`src/rtl/cordic_front_if.sv`:
```
// Bus bundle between software-side requester, the cordic_front sequencer,
// the CORDIC coprocessor and the result consumer.
// slave  : the sequencer's view (accepts commands, drives CORDIC and results)
// master : the surrounding system's view
interface cordic_front_if;
    logic               cmd_valid;
    logic               cmd_ready;
    logic signed [15:0] cmd_angle;
    logic [1:0]         cmd_func;
    logic [15:0]        cmd_another;

    logic               cordic_valid;
    logic [15:0]        cordic_angle;
    logic [3:0]         cordic_select;
    logic [15:0]        cordic_another;
    logic signed [15:0] cordic_out;
    logic               cordic_out_valid;

    logic               res_valid;
    logic               res_ready;
    logic signed [15:0] res_data;
    logic               res_err;

    modport slave (
        input  cmd_valid, cmd_angle, cmd_func, cmd_another,
        input  cordic_out, cordic_out_valid, res_ready,
        output cmd_ready, cordic_valid, cordic_angle, cordic_select, cordic_another,
        output res_valid, res_data, res_err
    );

    modport master (
        output cmd_valid, cmd_angle, cmd_func, cmd_another,
        output cordic_out, cordic_out_valid, res_ready,
        input  cmd_ready, cordic_valid, cordic_angle, cordic_select, cordic_another,
        input  res_valid, res_data, res_err
    );
endinterface

```
`src/rtl/cordic_front.sv`:
```
// cordic_front: command sequencer in front of a CORDIC coprocessor.
// Takes a degree angle of any 16-bit value, folds it into 0..359 by repeated
// +/-360 steps, maps it onto the first quadrant, issues one CORDIC request,
// waits (bounded by TIMEOUT_CYC) for the result, restores the quadrant sign
// and holds the final Q7.8 value until the consumer takes it.
// Optional build macro CORDIC_FRONT_STATS_EN adds stat_req / stat_tmo counters.
module cordic_front #(
    parameter int TIMEOUT_CYC = 64
) (
    input  logic clk,
    input  logic rst_n,
    cordic_front_if.slave bus
`ifdef CORDIC_FRONT_STATS_EN
    ,
    output logic [15:0] stat_req,
    output logic [15:0] stat_tmo
`endif
);
    localparam int STEP_DEG = 360;
    localparam int CNT_W = (TIMEOUT_CYC > 2) ? $clog2(TIMEOUT_CYC) : 1;
    localparam logic [CNT_W-1:0] CNT_LAST = CNT_W'(TIMEOUT_CYC - 1);
    localparam logic signed [16:0] STEP = 17'(STEP_DEG);
    localparam logic signed [16:0] R_MAX = 17'(STEP_DEG - 1);

    typedef enum logic [2:0] {IDLE, REDUCE, QUAD, ISSUE, WAIT, FIX, DONE} state_t;

    state_t             state, state_nx;
    logic               cmd_ready, cordic_valid, res_valid;

    logic signed [16:0] r;
    logic signed [15:0] r_lo;
    logic [1:0]         func;
    logic               neg;
    logic signed [15:0] cap;
    logic [CNT_W-1:0]   cnt;

    logic [15:0]        angle_q;
    logic [3:0]         sel_q;
    logic [15:0]        another_q;
    logic signed [15:0] res_q;
    logic               err_q;

    logic               accept, r_low, r_high, tmo_hit;
    logic signed [15:0] quad_a;
    logic               quad_neg, tan_sing;

    // Two's complement negate; -32768 has no positive twin, so clamp it.
    function automatic logic signed [15:0] neg_sat(input logic signed [15:0] x);
        logic signed [15:0] y;
        if (x == 16'sh8000) y = 16'sh7FFF;
        else                y = -x;
        return y;
    endfunction

    assign accept  = (state == IDLE) && bus.cmd_valid;
    assign r_low   = r < 17'sd0;
    assign r_high  = r > R_MAX;
    assign r_lo    = r[15:0];
    assign tmo_hit = (cnt == CNT_LAST);

    // Quadrant fold of r (0..359) to 0..90 plus the sign flip each function needs there
    always_comb begin
        quad_a   = '0;
        quad_neg = 1'b0;
        tan_sing = 1'b0;
        if (r_lo <= 16'sd90) begin
            quad_a = r_lo;
        end else if (r_lo <= 16'sd180) begin
            quad_a   = 16'sd180 - r_lo;
            quad_neg = (func == 2'd1) || (func == 2'd2);
        end else if (r_lo <= 16'sd270) begin
            quad_a   = r_lo - 16'sd180;
            quad_neg = (func == 2'd0) || (func == 2'd1);
        end else begin
            quad_a   = 16'sd360 - r_lo;
            quad_neg = (func == 2'd0) || (func == 2'd2);
        end
        tan_sing = (func == 2'd2) && ((r_lo == 16'sd90) || (r_lo == 16'sd270));
    end

    // State register; reset abandons any request in flight
    always_ff @(posedge clk or negedge rst_n) begin
        if (!rst_n) state <= IDLE;
        else        state <= state_nx;
    end

    // Next-state logic and the handshake strobes decoded from the current state
    always_comb begin
        state_nx     = state;
        cmd_ready    = 1'b0;
        cordic_valid = 1'b0;
        res_valid    = 1'b0;
        case (state)
            IDLE: begin
                cmd_ready = 1'b1;
                if (bus.cmd_valid) state_nx = (bus.cmd_func == 2'd3) ? ISSUE : REDUCE;
            end
            REDUCE: if (!r_low && !r_high) state_nx = QUAD;
            QUAD:   state_nx = tan_sing ? DONE : ISSUE;
            ISSUE: begin
                cordic_valid = 1'b1;
                state_nx     = WAIT;
            end
            WAIT: begin
                if (bus.cordic_out_valid) state_nx = FIX;
                else if (tmo_hit)         state_nx = DONE;
            end
            FIX: state_nx = DONE;
            DONE: begin
                res_valid = 1'b1;
                if (bus.res_ready) state_nx = IDLE;
            end
            default: state_nx = IDLE;
        endcase
    end

    // Working registers: reduction accumulator, function code, sign flag, captured result
    always_ff @(posedge clk) begin
        case (state)
            IDLE: if (accept) begin
                r    <= {bus.cmd_angle[15], bus.cmd_angle};
                func <= bus.cmd_func;
                neg  <= 1'b0;
            end
            REDUCE: begin
                if (r_low)       r <= r + STEP;
                else if (r_high) r <= r - STEP;
            end
            QUAD: neg <= quad_neg;
            WAIT: if (bus.cordic_out_valid) cap <= bus.cordic_out;
            default: ;
        endcase
    end

    // Visible CORDIC operands, wait counter and the held result
    always_ff @(posedge clk or negedge rst_n) begin
        if (!rst_n) begin
            cnt       <= '0;
            angle_q   <= '0;
            sel_q     <= '0;
            another_q <= '0;
            res_q     <= '0;
            err_q     <= 1'b0;
        end else begin
            case (state)
                IDLE: if (accept) begin
                    another_q <= bus.cmd_another;
                    sel_q     <= 4'b0001 << bus.cmd_func;
                    if (bus.cmd_func == 2'd3) angle_q <= bus.cmd_angle;
                end
                QUAD: begin
                    if (tan_sing) begin
                        res_q <= 16'sh7FFF;
                        err_q <= 1'b1;
                    end else begin
                        angle_q <= quad_a;
                    end
                end
                ISSUE: cnt <= '0;
                WAIT: if (!bus.cordic_out_valid) begin
                    if (tmo_hit) begin
                        res_q <= '0;
                        err_q <= 1'b1;
                    end else begin
                        cnt <= cnt + 1'b1;
                    end
                end
                FIX: begin
                    res_q <= neg ? neg_sat(cap) : cap;
                    err_q <= 1'b0;
                end
                default: ;
            endcase
        end
    end

`ifdef CORDIC_FRONT_STATS_EN
    // Free-running wrap-around counts of accepted requests and WAIT timeouts
    always_ff @(posedge clk or negedge rst_n) begin
        if (!rst_n) begin
            stat_req <= '0;
            stat_tmo <= '0;
        end else begin
            if (accept) stat_req <= stat_req + 16'd1;
            if ((state == WAIT) && !bus.cordic_out_valid && tmo_hit) stat_tmo <= stat_tmo + 16'd1;
        end
    end
`endif

    assign bus.cmd_ready      = cmd_ready;
    assign bus.cordic_valid   = cordic_valid;
    assign bus.cordic_angle   = angle_q;
    assign bus.cordic_select  = sel_q;
    assign bus.cordic_another = another_q;
    assign bus.res_valid      = res_valid;
    assign bus.res_data       = res_q;
    assign bus.res_err        = err_q;
endmodule

```
`src/flat_wrapper.sv`:
```
// flat-port wrapper written by rule: the top's interface ports become plain ports
module cordic_front_flat 
#(
    parameter int TIMEOUT_CYC = 64
)
  (clk, rst_n, bus_cmd_valid, bus_cmd_angle, bus_cmd_func, bus_cmd_another, bus_cordic_out, bus_cordic_out_valid, bus_res_ready, bus_cmd_ready, bus_cordic_valid, bus_cordic_angle, bus_cordic_select, bus_cordic_another, bus_res_valid, bus_res_data, bus_res_err);
  cordic_front_if bus_i ();
  input  logic clk;
  input  logic rst_n;
  input wire logic [$bits(bus_i.cmd_valid)-1:0] bus_cmd_valid;
  input wire logic [$bits(bus_i.cmd_angle)-1:0] bus_cmd_angle;
  input wire logic [$bits(bus_i.cmd_func)-1:0] bus_cmd_func;
  input wire logic [$bits(bus_i.cmd_another)-1:0] bus_cmd_another;
  input wire logic [$bits(bus_i.cordic_out)-1:0] bus_cordic_out;
  input wire logic [$bits(bus_i.cordic_out_valid)-1:0] bus_cordic_out_valid;
  input wire logic [$bits(bus_i.res_ready)-1:0] bus_res_ready;
  output wire logic [$bits(bus_i.cmd_ready)-1:0] bus_cmd_ready;
  output wire logic [$bits(bus_i.cordic_valid)-1:0] bus_cordic_valid;
  output wire logic [$bits(bus_i.cordic_angle)-1:0] bus_cordic_angle;
  output wire logic [$bits(bus_i.cordic_select)-1:0] bus_cordic_select;
  output wire logic [$bits(bus_i.cordic_another)-1:0] bus_cordic_another;
  output wire logic [$bits(bus_i.res_valid)-1:0] bus_res_valid;
  output wire logic [$bits(bus_i.res_data)-1:0] bus_res_data;
  output wire logic [$bits(bus_i.res_err)-1:0] bus_res_err;
  assign bus_i.cmd_valid = bus_cmd_valid;
  assign bus_i.cmd_angle = bus_cmd_angle;
  assign bus_i.cmd_func = bus_cmd_func;
  assign bus_i.cmd_another = bus_cmd_another;
  assign bus_i.cordic_out = bus_cordic_out;
  assign bus_i.cordic_out_valid = bus_cordic_out_valid;
  assign bus_i.res_ready = bus_res_ready;
  assign bus_cmd_ready = bus_i.cmd_ready;
  assign bus_cordic_valid = bus_i.cordic_valid;
  assign bus_cordic_angle = bus_i.cordic_angle;
  assign bus_cordic_select = bus_i.cordic_select;
  assign bus_cordic_another = bus_i.cordic_another;
  assign bus_res_valid = bus_i.res_valid;
  assign bus_res_data = bus_i.res_data;
  assign bus_res_err = bus_i.res_err;
  cordic_front #(.TIMEOUT_CYC(TIMEOUT_CYC)) u_core (.clk(clk), .rst_n(rst_n), .bus(bus_i));
endmodule
```
`config.mk`:
```
export PLATFORM = sky130hd
export DESIGN_NAME = cordic_front_flat
export DESIGN_NICKNAME = d
export VERILOG_FILES = /design/src/rtl/cordic_front_if.sv /design/src/rtl/cordic_front.sv /design/src/flat_wrapper.sv
export SDC_FILE = /design/constraint.sdc
export NUM_CORES = 1
export LEC_CHECK = 0
export ABC_AREA = 0
export BUFFER_PORTS_ARGS = -buffer_cell sky130_fd_sc_hd__clkbuf_2
export CORE_ASPECT_RATIO = 2
export CORE_UTILIZATION = 30
export CTS_CLUSTER_SIZE = 14
export DETAILED_ROUTE_END_ITERATION = 10
export GPL_TIMING_DRIVEN = 1
export SYNTH_ARGS = -nofsm -noshare
export SYNTH_HDL_FRONTEND = slang
export SYNTH_SLANG_ARGS = --single-unit
```
`constraint.sdc`:
```
create_clock -name clk -period 4 [get_ports clk]
set_input_delay 0.4 -clock clk [delete_from_list [all_inputs] [get_ports clk]]
set_output_delay 0.4 -clock clk [all_outputs]
set_load 0.005 [all_outputs]
```
==> results of run 1 <==
==> Yosys cell counts, drive strengths merged, types with 5 or more instances <==
cell | count | area, um^2
a211o | 17 | 149
xnor2 | 10 | 87.6
a31oi | 8 | 50.1
nand2 | 105 | 394
nor2 | 32 | 120
a21o | 9 | 68.8
nand3b | 5 | 37.5
a21oi | 46 | 230
nor3 | 17 | 90.1
o31ai | 11 | 82.6
inv | 19 | 71.3
nand2b | 6 | 37.5
edfxtp | 36 | 1080
nor2b | 6 | 37.5
a22oi | 11 | 82.6
xor2 | 20 | 175
clkbuf | 31 | 116
a211oi | 10 | 75.1
dfrtp | 62 | 1550
and2 | 7 | 43.8
buf | 5 | 27.5
a21boi | 5 | 37.5
nand3 | 15 | 80.1
ha | 25 | 313
or3 | 10 | 67.6
o21bai | 5 | 37.5
o21ai | 55 | 275
==> logic make-up (layout without fill, tap and decap cells) <==
logic type | after synthesis | in the layout | share of synthesized area
flops | 98 | 98 | 0.440
mux | 5 | 5 | 0.00878
fa+ha+maj | 26 | 26 | 0.0556
compound gates | 213 | 213 | 0.234
simple gates | 226 | 226 | 0.181
xor+xnor | 30 | 30 | 0.0439
buf+inv | 56 | 164 | 0.0366
==> layout make-up <==
class | instances | share of cell area
Clock buffer | 11 | 0.0340
Clock inverter | 5 | 0.00508
Inverter | 20 | 0.0105
Multi-Input combinational cell | 500 | 0.440
Sequential cell | 98 | 0.369
Tap cell | 259 | 0.0454
Timing Repair Buffer | 128 | 0.0961
==> metrics by stage <==
step                setup WS [ps]  instances
floorplan                    1420        654
global placement              554       1005
detailed placement            568       1005
CTS                           550       1021
global route                  317       1021
finish                        565       1021
==> final timing paths <==
kind	to	slack, ps	cells after the start
worst max-delay path	u_core.neg	570	8
worst min-delay path	u_core.bus.res_data[14]	210	1
worst max register to register	u_core.neg	570	8
worst min register to register	u_core.bus.cordic_another[9]	470	2
max in group asynchronous	u_core.bus.cordic_another[10]	2900	2
min in group clk	u_core.cap[12]	230	1
==> worst max-delay path: stages (launching register included) <==
cell,delay (ps)
edfxtp_1,610
inv_1,260
ha_1,260
and3b_1,220
a22o_1,210
o21ai_1,650
nor2_1,260
a22o_1,240
a2111oi_0,470
==> registers in the layout, indices dropped and copies added (netlist names) <==
| signal | count |
|---|---|
| u_core.r | 17 |
| u_core.bus.cordic_angle | 16 |
| u_core.bus.cordic_another | 16 |
| u_core.bus.res_data | 16 |
| u_core.cap | 16 |
| u_core.cnt | 6 |
| u_core.bus.cordic_select | 4 |
| u_core.state | 3 |
| u_core.func | 2 |
| u_core.bus.res_err | 1 |
| u_core.neg | 1 |
==> metal layers <==
metal	track usage	up-vias	share of wire
li1	-	2613	-
met1	0.183	2639	0.33
met2	0.400	133	0.58
met5	0	-	0
met3	0.0235	54	0.028
met4	0.128	0	0.059
==> power by group <==
group,switching (W),internal (W),total (W)
Clock,0.000397,0.000442,0.000839
Combinational,0.00196,0.00133,0.00329
Sequential,0.000425,0.00150,0.00193
Total,0.00278,0.00328,0.00606
==> flow_metrics.py, run 1 <==
metrics = {
    "job": {
        "drv_cap": 0,
    },
    "sta": {
        "slew_violations": 0,
        "hold_viol_final": 0,
        "finClkSkew_ps": 9.61,
        "post-route-period-util": 0.859,
        "max_clock_freq_mhz": 291,
        "whs_ps": 209,
        "worst_pin_slew_ps": 985,
        "rsz0062_at_grt": "no",
        "setup_viol": 0,
        "slew_headroom": 0.344,
        "fin_crit_ps": 3430,
        "setup_tns_ps": 0,
    },
    "routing": {
        "wl_um": 19800,
        "dr.pass1.iters": 5,
        "avgRoutedWirePerCell_um": 19.4,
        "viasPerCell": 5.33,
        "drtIter0Drc": 249,
        "num_vias": 5439,
        "ant_nets": 0,
        "drc": 0,
    },
    "global_route": {
        "grt_max_degree": 41,
        "grt_pass1_wl_um": 30600,
        "first_global_vias": 5562,
        "gr-total-overflow": 0,
        "antenna_found_initial": 0,
        "grt_use_total": 0.202,
    },
    "clock_network": {
        "cts-root-buf": "clkbuf_16",
        "clkLatencyLatePin_ps": 350,
        "cts_tree": "built",
        "clock_path_buffers": 2,
        "htreeDepth": 3,
        "postCtsSetupRepairBufs": 0,
        "cts_buffers": 9,
        "post_cts_resized": 0,
        "clkTransAtPathRegs_ps": 70,
        "cts_hold_buf": 0,
        "clkSinkCount": 98,
    },
    "worst_setup_path": {
        "crit_fanout": 14,
        "crit_path_start_kind": "flip-flop",
        "arrival_ps": 3530,
        "crit_required_ps": 4090,
        "reg2reg_from": "u_core.r[3]",
        "crit_path_end_kind": "flip-flop",
        "path_class": "flip-flop to flip-flop",
        "crit_start": "u_core.r[3]",
    },
    "finish": {
        "final_common_cell": "clkbuf_2",
        "diodes": 0,
        "final_cell_area_um2": 7140,
        "multiInputGateArea_um2": 3140,
        "final_layout_size_suffix_gt1_frac": 0.203,
        "seqCellArea_um2": 2630,
        "nFillCells": 2075,
        "area_growth_pct": 19.2,
        "final_nets": 838,
        "fin_util": 0.367,
        "mostFrequentLayoutCells": "clkbuf_2 (109), nand2_1 (105), dfrtp_1 (62)",
    },
    "pwr": {
        "p_leak_nw": 3.21,
        "power_w": 0.00606,
        "powerDensity_nw_per_um2": 849,
        "max-vdd-ir-drop_uv": 422,
    },
    "synthesis": {
        "ys.flop_type": "dfrtp_1",
        "synth_area_um2": 5990,
        "syn_inst": 654,
        "yosysWarningCount": 0,
        "ys_seq_elements": 98,
        "async_flop_share": 0.633,
        "synth_cell_type_count": 70,
        "ys_seq_area_frac": 0.440,
        "synth_edf_count": 36,
        "syn_avg_cell_area_um2": 9.16,
        "syn-num-nets": 735,
    },
    "floorplanning": {
        "coreArea_um2": 19500,
        "die_area_um2": 20600,
        "io_pins": 111,
        "initial_core_util": 0.308,
        "fp-row-count": 72,
        "die_y_um": 202,
        "fp.dieW_um": 102,
    },
    "placed_design": {
        "io_buffers": 110,
        "hpwl_um": 15600,
        "place_congestion": 1.02,
        "placedInstanceArea_um2": 6860,
    },
    "outcome": {
        "outcome": "finished clean",
    },
    "hold_path": {
        "hp-class": "input pin to async pin",
    },
}
No activity file was read; power rests on OpenSTA's default activity.
==> run 2: changes to the inputs <==
--- a/config.mk
+++ b/config.mk
@@ -12,6 +12,7 @@
 export CTS_CLUSTER_SIZE = 14
 export DETAILED_ROUTE_END_ITERATION = 10
 export GPL_TIMING_DRIVEN = 1
+export PLACE_DENSITY = 0.5
 export SYNTH_ARGS = -nofsm -noshare
 export SYNTH_HDL_FRONTEND = slang
 export SYNTH_SLANG_ARGS = --single-unit
==> flow_metrics.py, run 2 (synthesis gave the netlist of run 1 again) <==
metrics = {
    "worst_setup_path": {
        "crit_fanout": 14,
        "arrival_ps": 3360,
        "crit_required_ps": 4240,
        "crit_path_end_kind": "flip-flop",
        "regToRegSetupSlack_ps": 880,
        "reg2reg_from": "u_core.r[3]",
        "path_class": "flip-flop to flip-flop",
        "crit_path_start_kind": "flip-flop",
        "reg2reg_to": "u_core.bus.cordic_angle[8]",
        "reg2reg_depth": 9,
    },
    "sta": {
        "whs_ps": 168,
        "slew_violations": 0,
        "post-route-period-util": 0.781,
        "hold_viol_final": 0,
        "finClkSkew_ps": 8.35,
        "slew_headroom": 0.411,
        "rsz0062_at_grt": "no",
        "fin_crit_ps": 3120,
        "setup_tns_ps": 0,
        "setup_viol": 0,
        "worst_pin_slew_ps": 884,
        "max_clock_freq_mhz": 320,
    },
    "finish": {
        "top_register": "u_core.r",
        "final_common_cell": "clkbuf_2",
        "final_layout_size_suffix_gt1_frac": 0.209,
        "area_growth_pct": 19.8,
        "largest_register_ffs": 17,
        "final_cell_area_um2": 7180,
        "seqCellArea_um2": 2630,
        "fin_cells": 1025,
        "multiInputGateArea_um2": 3140,
        "diodes": 0,
        "nFillCells": 2054,
        "mostFrequentLayoutCells": "clkbuf_2 (109), nand2_1 (105), dfrtp_1 (62)",
        "final_nets": 842,
    },
    "global_route": {
        "grt_max_degree": 35,
        "antenna_found_initial": 0,
        "grt_use_total": 0.202,
        "grt_pass1_wl_um": 31300,
        "first_global_vias": 5649,
        "gr-total-overflow": 0,
    },
    "clock_network": {
        "clock_path_buffers": 2,
        "post_cts_resized": 0,
        "clkLatencyLatePin_ps": 350,
        "cts-root-buf": "clkbuf_16",
        "clkSinkCount": 98,
        "cts_hold_buf": 0,
        "postCtsSetupRepairBufs": 0,
        "cts_buffers": 9,
        "clkTransAtPathRegs_ps": 70,
        "htreeDepth": 3,
        "cts_tree": "built",
    },
    "placed_design": {
        "place_congestion": 0.932,
        "io_buffers": 110,
        "hpwl_um": 15500,
        "dp.cells": 1009,
        "placedInstanceArea_um2": 6890,
    },
    "pwr": {
        "clkPwrFrac": 0.139,
        "combPwrFrac": 0.541,
        "cellInternalPower_w": 0.00331,
        "max-vdd-ir-drop_uv": 399,
        "p_switching_w": 0.00284,
        "swShare": 0.461,
        "p_seq_frac": 0.319,
        "powerDensity_nw_per_um2": 857,
        "p_leak_nw": 3.23,
        "power_w": 0.00615,
    },
    "floorplanning": {
        "io_pins": 111,
        "coreArea_um2": 19500,
        "initial_core_util": 0.308,
        "die_area_um2": 20600,
        "fp.dieW_um": 102,
        "fp-row-count": 72,
        "die_y_um": 202,
    },
    "routing": {
        "dr.pass1.iters": 5,
        "drc": 0,
        "drtIter0Drc": 295,
        "num_vias": 5494,
        "wl_um": 19900,
        "ant_nets": 0,
        "avgRoutedWirePerCell_um": 19.4,
        "viasPerCell": 5.36,
    },
    "hold_path": {
        "hp-class": "input pin to async pin",
    },
    "job": {
        "drv_cap": 0,
    },
    "outcome": {
        "outcome": "finished clean",
    },
}
run 2: worst max-delay path, cell delays in order, from the launching register on:
cell and delay (ps):
edfxtp_1 650, ha_1 280, nand3b_1 110, a21boi_0 620
nor2_1 310, buf_4 250, a2bb2oi_1 180, mux2i_1 230
a21oi_1 100, a221o_1 270
run 2: area by class of cell:
class	instances	area share
clock buffers	10	0.0333
clock inverters	6	0.00680
inverters	20	0.0105
multi-input cells	500	0.438
flip-flops and latches	98	0.367
well taps	259	0.0452
repair buffers	132	0.0997
run 2: worst max-delay path by stage:
stage	startpoint	to	slack (ps)	cells after the start
floorplan	u_core.r[16]	u_core.r[16]	1420	9
global placement	u_core.r[3]	u_core.neg	920	9
detailed placement	u_core.r[16]	u_core.r[16]	930	9
CTS	u_core.r[16]	u_core.r[16]	900	9
global route	u_core.r[3]	u_core.bus.cordic_angle[8]	620	9
finish	u_core.r[3]	u_core.bus.cordic_angle[8]	880	9
run 2: layer usage:
metal  global-route usage  part of all wire  vias to the layer above
met2                0.384              0.56                      196
li1                     -                 -                     2606
met5                    0                 0                        -
met1                0.206              0.36                     2629
met4                0.106             0.047                        0
met3               0.0294             0.038                       63
run 2: metrics by stage:
step | utilization | setup WS, ps
floorplan | - | 1420
global placement | 0.354 | 915
detailed placement | 0.354 | 935
CTS | 0.369 | 904
global route | 0.369 | 625
finish | 0.369 | 876
run 2: power by group through the flow:
| stage | Clock [W] | Sequential, W | Combinational [W] |
|---|---|---|---|
| final | 0.000857 | 0.00196 | 0.00333 |
| after global routing | 0.000930 | 0.00202 | 0.00370 |
| after CTS | 0.000891 | 0.00196 | 0.00332 |
| after detailed placement | 0 | 0.00197 | 0.00331 |
| after global placement | 0 | 0.00196 | 0.00330 |
| after floorplan | 0 | 0.00178 | 0.00223 |
==> run 3: changes to the inputs <==
==> constraint.sdc (replaced) <==
create_clock -name clk -period 3 [get_ports clk]
set_input_delay 0.3 -clock clk [delete_from_list [all_inputs] [get_ports clk]]
set_output_delay 0.3 -clock clk [all_outputs]
set_load 0.005 [all_outputs]
==> flow_metrics.py, run 3 (synthesis gave the netlist of run 1 again) <==
metrics = {
    "sta": {
        "rsz0062_at_grt": "no",
        "fin_crit_ps": 2830,
        "finClkSkew_ps": 5.88,
        "post-route-period-util": 0.942,
        "whs_ps": 123,
        "setup_tns_ps": 0,
        "slew_headroom": 0.241,
        "slew_violations": 0,
        "hold_viol_final": 0,
        "max_clock_freq_mhz": 354,
        "worst_pin_slew_ps": 1130,
        "setup_viol": 0,
    },
    "routing": {
        "avgRoutedWirePerCell_um": 19.1,
        "viasPerCell": 5.34,
        "wl_um": 20200,
        "ant_nets": 0,
        "drc": 0,
        "drtIter0Drc": 335,
        "dr.pass1.iters": 4,
        "num_vias": 5641,
    },
    "finish": {
        "multiInputGateArea_um2": 3150,
        "diodes": 0,
        "area_growth_pct": 23.9,
        "mostFrequentLayoutCells": "clkbuf_2 (109), nand2_1 (105), dfrtp_1 (62)",
        "largest_register_ffs": 17,
        "top_register": "u_core.r",
        "nFillCells": 2036,
        "final_layout_size_suffix_gt1_frac": 0.240,
        "final_nets": 873,
        "seqCellArea_um2": 2630,
        "fin_util": 0.381,
        "final_common_cell": "clkbuf_2",
    },
    "clock_network": {
        "clkLatencyLatePin_ps": 350,
        "cts_tree": "built",
        "clock_path_buffers": 2,
        "cts_hold_buf": 0,
        "htreeDepth": 3,
        "cts-root-buf": "clkbuf_16",
        "clkTransAtPathRegs_ps": 70,
        "clkSinkCount": 98,
        "cts_buffers": 9,
    },
    "floorplanning": {
        "die_y_um": 202,
        "die_area_um2": 20600,
        "fp-row-count": 72,
        "coreArea_um2": 19500,
        "initial_core_util": 0.308,
        "io_pins": 111,
        "fp.dieW_um": 102,
    },
    "worst_setup_path": {
        "crit_path_max_incr_delay_ps": 550,
        "path_cells": "inv_1 -> ha_1 -> and3b_1 -> a21boi_1 -> a21oi_1 -> buf_4 -> a311o_1 -> mux2_2 -> a21oi_1 -> a221o_1",
        "crit_path_start_kind": "flip-flop",
        "crit_path_end_kind": "flip-flop",
        "path_class": "flip-flop to flip-flop",
        "crit_fanout": 10,
        "cp_slowest_cell": "edfxtp_1",
        "crit_required_ps": 3290,
        "critPathMostFrequentCell": "a21oi_1",
        "arrival_ps": 3120,
    },
    "global_route": {
        "grt_use_total": 0.203,
        "first_global_vias": 5841,
        "grt_pass1_wl_um": 31500,
        "antenna_found_initial": 0,
        "grt_max_degree": 63,
        "gr-total-overflow": 0,
    },
    "job": {
        "drv_cap": 0,
    },
    "pwr": {
        "p_leak_nw": 3.38,
        "powerDensity_nw_per_um2": 1160,
        "max-vdd-ir-drop_uv": 491,
    },
    "placed_design": {
        "io_buffers": 110,
        "hpwl_um": 16000,
        "place_congestion": 0.972,
    },
    "outcome": {
        "outcome": "finished clean",
    },
    "hold_path": {
        "hp-class": "input pin to async pin",
    },
}
## run 3: final cells by class
class / instances / area share
clock buffers: 10 / 0.0308
clock inverters: 6 / 0.00893
inverters: 20 / 0.0101
multi-input cells: 500 / 0.424
flip-flops and latches: 98 / 0.355
well taps: 259 / 0.0437
repair buffers: 163 / 0.128
## run 3: metrics by stage
stage | setup slack, ps | area [um^2] | cells | total power [W]
2_1_floorplan | 416 | 5990 | 654 | 0.00535
3_3_place_gp | 109 | 7120 | 1040 | 0.00732
3_5_place_dp | 135 | 7120 | 1040 | 0.00739
4_1_cts | 99.5 | 7420 | 1056 | 0.00860
5_1_grt | 8.28 | 7420 | 1056 | 0.00923
6_report | 174 | 7420 | 1056 | 0.00859
## run 3: per-layer routing
layer  global-route usage  up-vias  routed length [um]
li1                     -     2675                   -
met1                0.205     2736                7100
met2                0.387      174               11300
met3               0.0211       56                 733
met4                0.118        0                1020
met5                    0        -                   0
## run 3: what timing repair did
item | in CTS | in global routing
setup buffers | 0 | 0
resized for setup | 0 | 2
endpoints found under the setup margin | 0 | 2
## run 3: power by group
| group | internal (W) | total [W] | switching [W] |
|---|---|---|---|
| clock network | 0.000651 | 0.00119 | 0.000540 |
| registers | 0.00200 | 0.00249 | 0.000485 |
| logic | 0.00209 | 0.00491 | 0.00283 |
## run 3: final timing paths
kind,from,to,slack (ps),cells after the start
worst max-delay path,u_core.r[2],u_core.bus.cordic_angle[8],170,10
worst min register to register,u_core.bus.cordic_another[0],u_core.bus.cordic_another[0],480,2
min in group clk,bus_cordic_out[14],u_core.cap[14],120,1
max in group asynchronous,rst_n,u_core.cnt[2],2270,2
worst min-delay path,rst_n,u_core.bus.res_data[9],120,2
worst max register to register,u_core.r[2],u_core.bus.cordic_angle[8],170,10
## run 3: critical path: cells and delay by family, from the launching register on
family                     cells  cell delay (ps)
adders and majority gates      1              240
AOI/OAI and AO/OA              5             1030
buffers and inverters          2              410
DFF                            1              550
muxes                          1              310
and+or+nand+nor                1              230
